File: config.mk
export PLATFORM = sky130hd
export DESIGN_NAME = packet_to_axis
export DESIGN_NICKNAME = d
export VERILOG_FILES = /design/src/rtl/packet_to_axis.sv
export SDC_FILE = /design/constraint.sdc
export NUM_CORES = 1
export LEC_CHECK = 0
export ABC_AREA = 1
export ABC_CLOCK_PERIOD_IN_PS = 2700
export BUFFER_PORTS_ARGS = -buffer_cell sky130_fd_sc_hd__buf_2
export CORE_UTILIZATION = 47
export CTS_CLUSTER_DIAMETER = 50
export DETAILED_ROUTE_END_ITERATION = 6
export GPL_TIMING_DRIVEN = 0
export PLACE_DENSITY = 0.69
export REMOVE_ABC_BUFFERS = 1
export SLEW_MARGIN = 20
export SYNTH_ARGS = -nofsm -noshare
export SYNTH_HDL_FRONTEND = slang
export SYNTH_SLANG_ARGS = --single-unit
File: constraint.sdc
create_clock -name auroraClk -period 2.7 [get_ports auroraClk]
set_clock_uncertainty 0.1 [all_clocks]
set_input_delay 0.405 -clock auroraClk [delete_from_list [all_inputs] [get_ports auroraClk]]
set_output_delay 0.405 -clock auroraClk [all_outputs]
set_load 0.03 [all_outputs]
File: src/rtl/packet_to_axis.sv
// Transmit-side packet framer: captures a parallel packet on a strobe and
// serializes it as one header word plus NUM_DATA_WORDS data words on AXI-Stream.
`timescale 1ns/1ps
module packet_to_axis #(
    parameter int MAGIC_WIDTH     = 16,
    parameter int MAGIC_START_BIT = 16,
    parameter int INDEX_WIDTH     = 5,
    parameter int INDEX_START_BIT = 10,
    parameter int NUM_DATA_WORDS  = 1,
    parameter int COUNT_WIDTH     = 16
) (
    input  logic                        auroraClk,
    input  logic                        auroraReset,
    input  logic [MAGIC_WIDTH-1:0]      headerMagic,
    input  logic                        packetStrobe,
    input  logic [INDEX_WIDTH-1:0]      packetIndex,
    input  logic [32*NUM_DATA_WORDS-1:0] packetData,
    output logic                        TVALID,
    input  logic                        TREADY,
    output logic                        TLAST,
    output logic [31:0]                 TDATA,
    output logic                        busy,
    output logic                        sentStrobe,
    output logic                        dropStrobe,
    output logic [COUNT_WIDTH-1:0]      sentCount,
    output logic [COUNT_WIDTH-1:0]      dropCount,
    output logic [1:0]                  dbg_state
);

    localparam int CNT_W = (NUM_DATA_WORDS > 1) ? $clog2(NUM_DATA_WORDS) : 1;
    localparam logic [CNT_W-1:0] LAST_CNT = CNT_W'(NUM_DATA_WORDS - 1);

    generate
        if ((INDEX_START_BIT + INDEX_WIDTH - 1 > MAGIC_START_BIT - 1) || (NUM_DATA_WORDS < 1)) begin : g_param_check
            $error("packet_to_axis: index field overlaps magic, or NUM_DATA_WORDS < 1");
        end
    endgenerate

    typedef enum logic [1:0] {
        S_IDLE   = 2'd0,
        S_HEADER = 2'd1,
        S_DATA   = 2'd2
    } state_t;

    function automatic logic [31:0] make_header(input logic [MAGIC_WIDTH-1:0] magic,
                                                input logic [INDEX_WIDTH-1:0] idx);
        logic [31:0] h;
        h = '0;
        h[MAGIC_START_BIT +: MAGIC_WIDTH] = magic;
        h[INDEX_START_BIT +: INDEX_WIDTH] = idx;
        return h;
    endfunction

    function automatic logic [31:0] word_at(input logic [32*NUM_DATA_WORDS-1:0] data, input int idx);
        logic [31:0] w;
        w = '0;
        for (int j = 0; j < NUM_DATA_WORDS; j++) begin
            if (idx == j) w = data[32*j +: 32];
        end
        return w;
    endfunction

    state_t                        state_q, state_d;
    logic [CNT_W-1:0]              cnt_q, cnt_d;
    logic                          tvalid_q, tvalid_d;
    logic                          tlast_q, tlast_d;
    logic [31:0]                   tdata_q, tdata_d;
    logic                          act_valid_q, act_valid_d;
    logic [INDEX_WIDTH-1:0]        act_index_q, act_index_d;
    logic [32*NUM_DATA_WORDS-1:0]  act_data_q, act_data_d;
    logic                          pend_valid_q, pend_valid_d;
    logic [INDEX_WIDTH-1:0]        pend_index_q, pend_index_d;
    logic [32*NUM_DATA_WORDS-1:0]  pend_data_q, pend_data_d;
    logic                          busy_q, busy_d;
    logic                          sent_strobe_q, sent_strobe_d;
    logic                          drop_strobe_q, drop_strobe_d;
    logic [COUNT_WIDTH-1:0]        sent_count_q, sent_count_d;
    logic [COUNT_WIDTH-1:0]        drop_count_q, drop_count_d;
    logic                          hs;
    logic                          done;
    logic                          drop;

    // A beat transfers on a rising edge where TVALID && TREADY; once TVALID is
    // raised, TDATA/TLAST hold until that transfer and TVALID only falls after TLAST.
    assign hs = tvalid_q && TREADY;

    always_comb begin
        state_d  = state_q;
        cnt_d    = cnt_q;
        tvalid_d = tvalid_q;
        tlast_d  = tlast_q;
        tdata_d  = tdata_q;
        done     = 1'b0;
        case (state_q)
            S_IDLE: begin
                if (act_valid_q) begin
                    tdata_d  = make_header(headerMagic, act_index_q);
                    tvalid_d = 1'b1;
                    tlast_d  = 1'b0;
                    state_d  = S_HEADER;
                end
            end
            S_HEADER: begin
                if (hs) begin
                    tdata_d = word_at(act_data_q, 0);
                    tlast_d = (LAST_CNT == '0);
                    cnt_d   = '0;
                    state_d = S_DATA;
                end
            end
            S_DATA: begin
                if (hs) begin
                    if (cnt_q != LAST_CNT) begin
                        cnt_d   = cnt_q + CNT_W'(1);
                        tdata_d = word_at(act_data_q, int'(cnt_q) + 1);
                        tlast_d = ((cnt_q + CNT_W'(1)) == LAST_CNT);
                    end else begin
                        done    = 1'b1;
                        tlast_d = 1'b0;
                        // Pending packet's header goes out on the very next beat.
                        if (pend_valid_q) begin
                            tdata_d = make_header(headerMagic, pend_index_q);
                            state_d = S_HEADER;
                        end else begin
                            tvalid_d = 1'b0;
                            state_d  = S_IDLE;
                        end
                    end
                end
            end
            default: state_d = S_IDLE;
        endcase
    end

    always_comb begin
        act_valid_d  = act_valid_q;
        act_index_d  = act_index_q;
        act_data_d   = act_data_q;
        pend_valid_d = pend_valid_q;
        pend_index_d = pend_index_q;
        pend_data_d  = pend_data_q;
        drop         = 1'b0;
        if (done) begin
            if (pend_valid_q) begin
                act_index_d  = pend_index_q;
                act_data_d   = pend_data_q;
                pend_valid_d = 1'b0;
            end else begin
                act_valid_d = 1'b0;
            end
        end
        // Slots are evaluated after this edge's completion has freed one.
        if (packetStrobe) begin
            if (!act_valid_d) begin
                act_valid_d = 1'b1;
                act_index_d = packetIndex;
                act_data_d  = packetData;
            end else if (!pend_valid_d) begin
                pend_valid_d = 1'b1;
                pend_index_d = packetIndex;
                pend_data_d  = packetData;
            end else begin
                drop = 1'b1;
            end
        end
        busy_d        = act_valid_d | pend_valid_d;
        sent_strobe_d = done;
        drop_strobe_d = drop;
        sent_count_d  = done ? sent_count_q + COUNT_WIDTH'(1) : sent_count_q;
        drop_count_d  = (drop && (drop_count_q != '1)) ? drop_count_q + COUNT_WIDTH'(1) : drop_count_q;
    end

    always_ff @(posedge auroraClk) begin
        if (auroraReset) begin
            state_q       <= S_IDLE;
            cnt_q         <= '0;
            tvalid_q      <= 1'b0;
            tlast_q       <= 1'b0;
            tdata_q       <= '0;
            act_valid_q   <= 1'b0;
            act_index_q   <= '0;
            act_data_q    <= '0;
            pend_valid_q  <= 1'b0;
            pend_index_q  <= '0;
            pend_data_q   <= '0;
            busy_q        <= 1'b0;
            sent_strobe_q <= 1'b0;
            drop_strobe_q <= 1'b0;
            sent_count_q  <= '0;
            drop_count_q  <= '0;
        end else begin
            state_q       <= state_d;
            cnt_q         <= cnt_d;
            tvalid_q      <= tvalid_d;
            tlast_q       <= tlast_d;
            tdata_q       <= tdata_d;
            act_valid_q   <= act_valid_d;
            act_index_q   <= act_index_d;
            act_data_q    <= act_data_d;
            pend_valid_q  <= pend_valid_d;
            pend_index_q  <= pend_index_d;
            pend_data_q   <= pend_data_d;
            busy_q        <= busy_d;
            sent_strobe_q <= sent_strobe_d;
            drop_strobe_q <= drop_strobe_d;
            sent_count_q  <= sent_count_d;
            drop_count_q  <= drop_count_d;
        end
    end

    assign TVALID     = tvalid_q;
    assign TLAST      = tlast_q;
    assign TDATA      = tdata_q;
    assign busy       = busy_q;
    assign sentStrobe = sent_strobe_q;
    assign dropStrobe = drop_strobe_q;
    assign sentCount  = sent_count_q;
    assign dropCount  = drop_count_q;
    assign dbg_state  = state_q;

endmodule

==> summary.md <==
The run finished with clean final reports. The pre-CTS worst setup slack was -1380 ps; the area added between synthesis and finish was 21.5%. The kind of launch point of the worst setup path was a register. Class of the tightest hold or removal check: in2reg. For the arrival time of data at the critical path endpoint, the log shows 2670 ps.

The total of warnings raised by yosys came out at 0. The kind of critical path is reg2reg. Row generation in the floorplan step produced 43 rows.

During placement, the flow inserted port buffers numbering 127. The flop and latch count out of synthesis works out to 147. The sequential share of power was 0.366; the path depth of the worst reg2reg path was 7. Entering global routing, the biggest net connects 54 pins. Measured along the y axis, the die boundary spans 122 microns. In this run the worst path has a maximum fanout of 19. The internal portion of the total power is 4.56 mW. In this run the register-to-register setup slack is 240 ps. The critical path starts at dbg_state[0]. The first global-routing pass estimated 27.9 mm of wire. The kind of cell with the highest combined delay along the critical path is simple AND/OR/NAND/NOR gates. Final worst slack: 240 ps. The logic gate share of total power was 0.270; the switching power share of the total was 0.338. Traced cell by cell, the critical path runs through inv_1 -> ha_1 -> nand3_1 -> nand2_1 -> nand3_2 -> o21ai_0 -> nor2_1. For this run, the top clock speed supported by timing is 0.406 GHz. The startpoint identified for the worst register-to-register timing path is dbg_state[0]. Final hold analysis gives a worst-case slack of 121 ps.

STA classifies the critical path endpoint as a register. In the layout the commonest cells are nor2_1, nand2_1, dfxtp_1, o21ai_0, buf_2. Final count of pins violating max slew: 0. The post-synthesis sequential area ratio is 0.437, and the power density over the cells is 842 nW/um^2.

The filler cells instantiated in the layout total 1,343. CTS saw 147 sinks. The first routing iteration left 458 violations. In this run the horizontal extent of the chip is 122 microns. After detailed routing, the average wire length per cell comes to 13.9 microns. The deepest level of the CTS H-tree was 4; the leakage component of the power was 3.45 nW. The count of buffering cells on the critical path with inverters included came out at 1. Counting along the longest clock path gives a buffer depth of 2. The run gives 0.364 as the clock network fraction of design power. In the routed design, unresolved DRC markers number 0. The tools report the starting density of the core as 0.483.

The die covers 14,800 sq um. The most common cell after layout, fill and taps aside was nor2_1. The tool flagged a number of max-cap violations equal to 0. At the end of routability-driven placement, the weighted congestion stood at 0.860.

The tools report the number of hold violations in the final report as 0. Total number of vias: 6,505. The area of the placeable core was 13,900 sq um. The post-route core utilization is 0.587.

The tools report the total global-route track usage as 0.243. Following the worst setup path forward leads to its endpoint at pend_index_q[4]. For this block, the routed nets add up to 17.7 mm of wire. In this run the cell area of the synthesized design comes to 6740 sq um. The average cell area after synthesis works out to 6.89 sq um. First-pass detailed-route iteration total: 5. TritonCTS built the clock tree. The time the worst path needs with I/O delays and setup works out to 2460 ps. Counting the buffers created by CTS gives 17. The clock slew at the register clock pins of the worst setup and hold paths is 60 ps. The critical path crosses 7 cells after its start point. Number of top-level design ports: 128. For the remaining antenna violation count, the log shows 0. The data required time at the worst endpoint is 2910 ps, and the stage delay of the slowest cell on the critical path is 450 ps.

Detailed placement finished with a half-perimeter wire length of 10.6 mm. Setup repair after global routing left no endpoint under its margin. The logs give 1,147 for the count of nets after finishing and 0 for the count of final setup violators.

Count of distinct cell types in the synthesized netlist: 32. The fraction of final layout cells with drive strength greater than 1 is 0.176. Global routing finished with a remaining overflow of 0. Counting every instance in the synthesized netlist gives 977. In this run the power spent charging and discharging nets is 2.33 mW.

Number of global-route vias before repair: 5,674. The clock reaches the later pin of the worst-skew pair after 420 ps. The root buffer cell chosen for the clock tree is clkbuf_16. The hold buffer count at CTS is 0.

The initial antenna violation count is 1. The ratio of final minimum period to clock period was 0.911. For the peak ir drop on the vdd network, the log shows 579 uV. On the critical path, the stage with the largest delay is an instance of nand3_2. For the pin with the worst max-slew slack, the measured transition is 624 ps.

The remaining max-slew budget at the tightest pin came out at 0.584. The end of the worst register-to-register path was pend_index_q[4]. In the routed layout, each cell is associated on average with a via count of 5.11.
-- routing by layer --
| metal | vias up | global-route usage | part of all wire |
|---|---|---|---|
| met5 | - | 0 | 0 |
| met4 | 0 | 0.0694 | 0.015 |
| met3 | 22 | 0.0730 | 0.068 |
| met2 | 176 | 0.396 | 0.46 |
| met1 | 2935 | 0.309 | 0.46 |
| li1 | 3372 | - | - |
-- synth_stat cells --
| cell type | instances | area (sq um) |
|---|---|---|
| nor2_1 | 200 | 751 |
| nand2_1 | 166 | 623 |
| dfxtp_1 | 147 | 2940 |
| o21ai_0 | 135 | 676 |
| inv_1 | 83 | 312 |
| a21oi_1 | 58 | 290 |
| nand3_1 | 44 | 220 |
| clkbuf_1 | 23 | 86.3 |
| o21ai_1 | 23 | 115 |
| nand4_1 | 20 | 125 |
| buf_2 | 14 | 70.1 |
| buf_4 | 12 | 90.1 |
| ha_1 | 9 | 113 |
| buf_6 | 6 | 67.6 |
| o221ai_1 | 5 | 43.8 |
| inv_2 | 4 | 15.0 |
| nand2_2 | 4 | 25.0 |
| nor2_2 | 4 | 25.0 |
| nor3_1 | 4 | 20.0 |
| xor2_1 | 4 | 35.0 |
| a211oi_1 | 1 | 7.51 |
| buf_1 | 1 | 3.75 |
| clkbuf_2 | 1 | 5.00 |
| clkinv_1 | 1 | 3.75 |
| nand3_2 | 1 | 10.0 |
| nand3b_1 | 1 | 7.51 |
| nor2_4 | 1 | 11.3 |
| nor3_2 | 1 | 10.0 |
| nor3b_1 | 1 | 7.51 |
| nor4_1 | 1 | 6.26 |
| o21ai_2 | 1 | 8.76 |
| xnor2_1 | 1 | 8.76 |
-- worst register-to-register path, cell delays in order (launching register included) --
cell	delay [ps]
dfxtp_1	360
inv_1	190
ha_1	210
nand3_1	310
nand2_1	330
nand3_2	450
o21ai_0	340
nor2_1	60
-- worst min path at each step --
| stage | slack (ps) | from | end | cells after the start |
|---|---|---|---|---|
| after global placement | 350 | TDATA[29] | TDATA[29] | 2 |
| after detailed placement | 350 | TDATA[21] | TDATA[21] | 2 |
| after floorplan | 360 | pend_data_q[0] | pend_data_q[0] | 2 |
| after CTS | 100 | packetData[26] | act_data_q[26] | 3 |
| final | 120 | packetData[27] | act_data_q[27] | 3 |
| after global routing | 120 | packetData[27] | act_data_q[27] | 3 |
-- state kept, by name (all words and copies together) (netlist names), 2 cells and up --
name          cells
TDATA            32
act_data_q       32
pend_data_q      32
dropCount        16
sentCount        16
act_index_q       5
pend_index_q      5
dbg_state         2
-- cell type report --
cell class                      count  area, sq um  area share
Sequential cell                   147         2940       0.360
Multi-Input combinational cell    687         3220       0.394
Timing Repair Buffer              140          813      0.0994
Clock buffer                       22          474      0.0580
Clock inverter                      8          151      0.0185
Tap cell                          180          225      0.0275
Inverter                           88          353      0.0431
Antenna cell                        1         2.50    0.000306
-- per-stage QoR --
step / power (mW) / instance area, sq um / cells / setup TNS [ps]
after floorplan: 3.65 / 6410 / 920 / -46520
after global routing: 7.23 / 8180 / 1272 / 0
after detailed placement: 4.22 / 7390 / 1233 / -116910
after global placement: 4.19 / 7270 / 1227 / -189560
final: 6.89 / 8180 / 1273 / 0
after CTS: 6.84 / 8090 / 1265 / 0
-- power groups by stage --
stage,logic (mW),registers (mW),clock network (mW)
2_1_floorplan,0.811,2.84,0
3_3_place_gp,1.62,2.56,0
3_5_place_dp,1.65,2.57,0
4_1_cts,1.76,2.52,2.55
5_1_grt,2.03,2.55,2.65
6_report,1.86,2.53,2.51
-- kinds of logic after synthesis --
| family | after synthesis | share of synthesized area |
|---|---|---|
| AOI/OAI and AO/OA | 223 | 0.169 |
| xor gates and xnor gates | 5 | 0.00650 |
| adders and majority gates | 9 | 0.0167 |
| buffers and inverters | 145 | 0.0970 |
| DFF | 147 | 0.437 |
| and+or+nand+nor | 448 | 0.273 |
-- repair_timing --
item / in CTS / in global routing
pin swaps: 1 / 2
gates resized for setup: 14 / 3
hold endpoints to repair: 0 / 0
cloned: 1 / 1
setup endpoints to repair: 109 / 74
buffers inserted: 1 / 5
(Power assumes the default switching activity.)
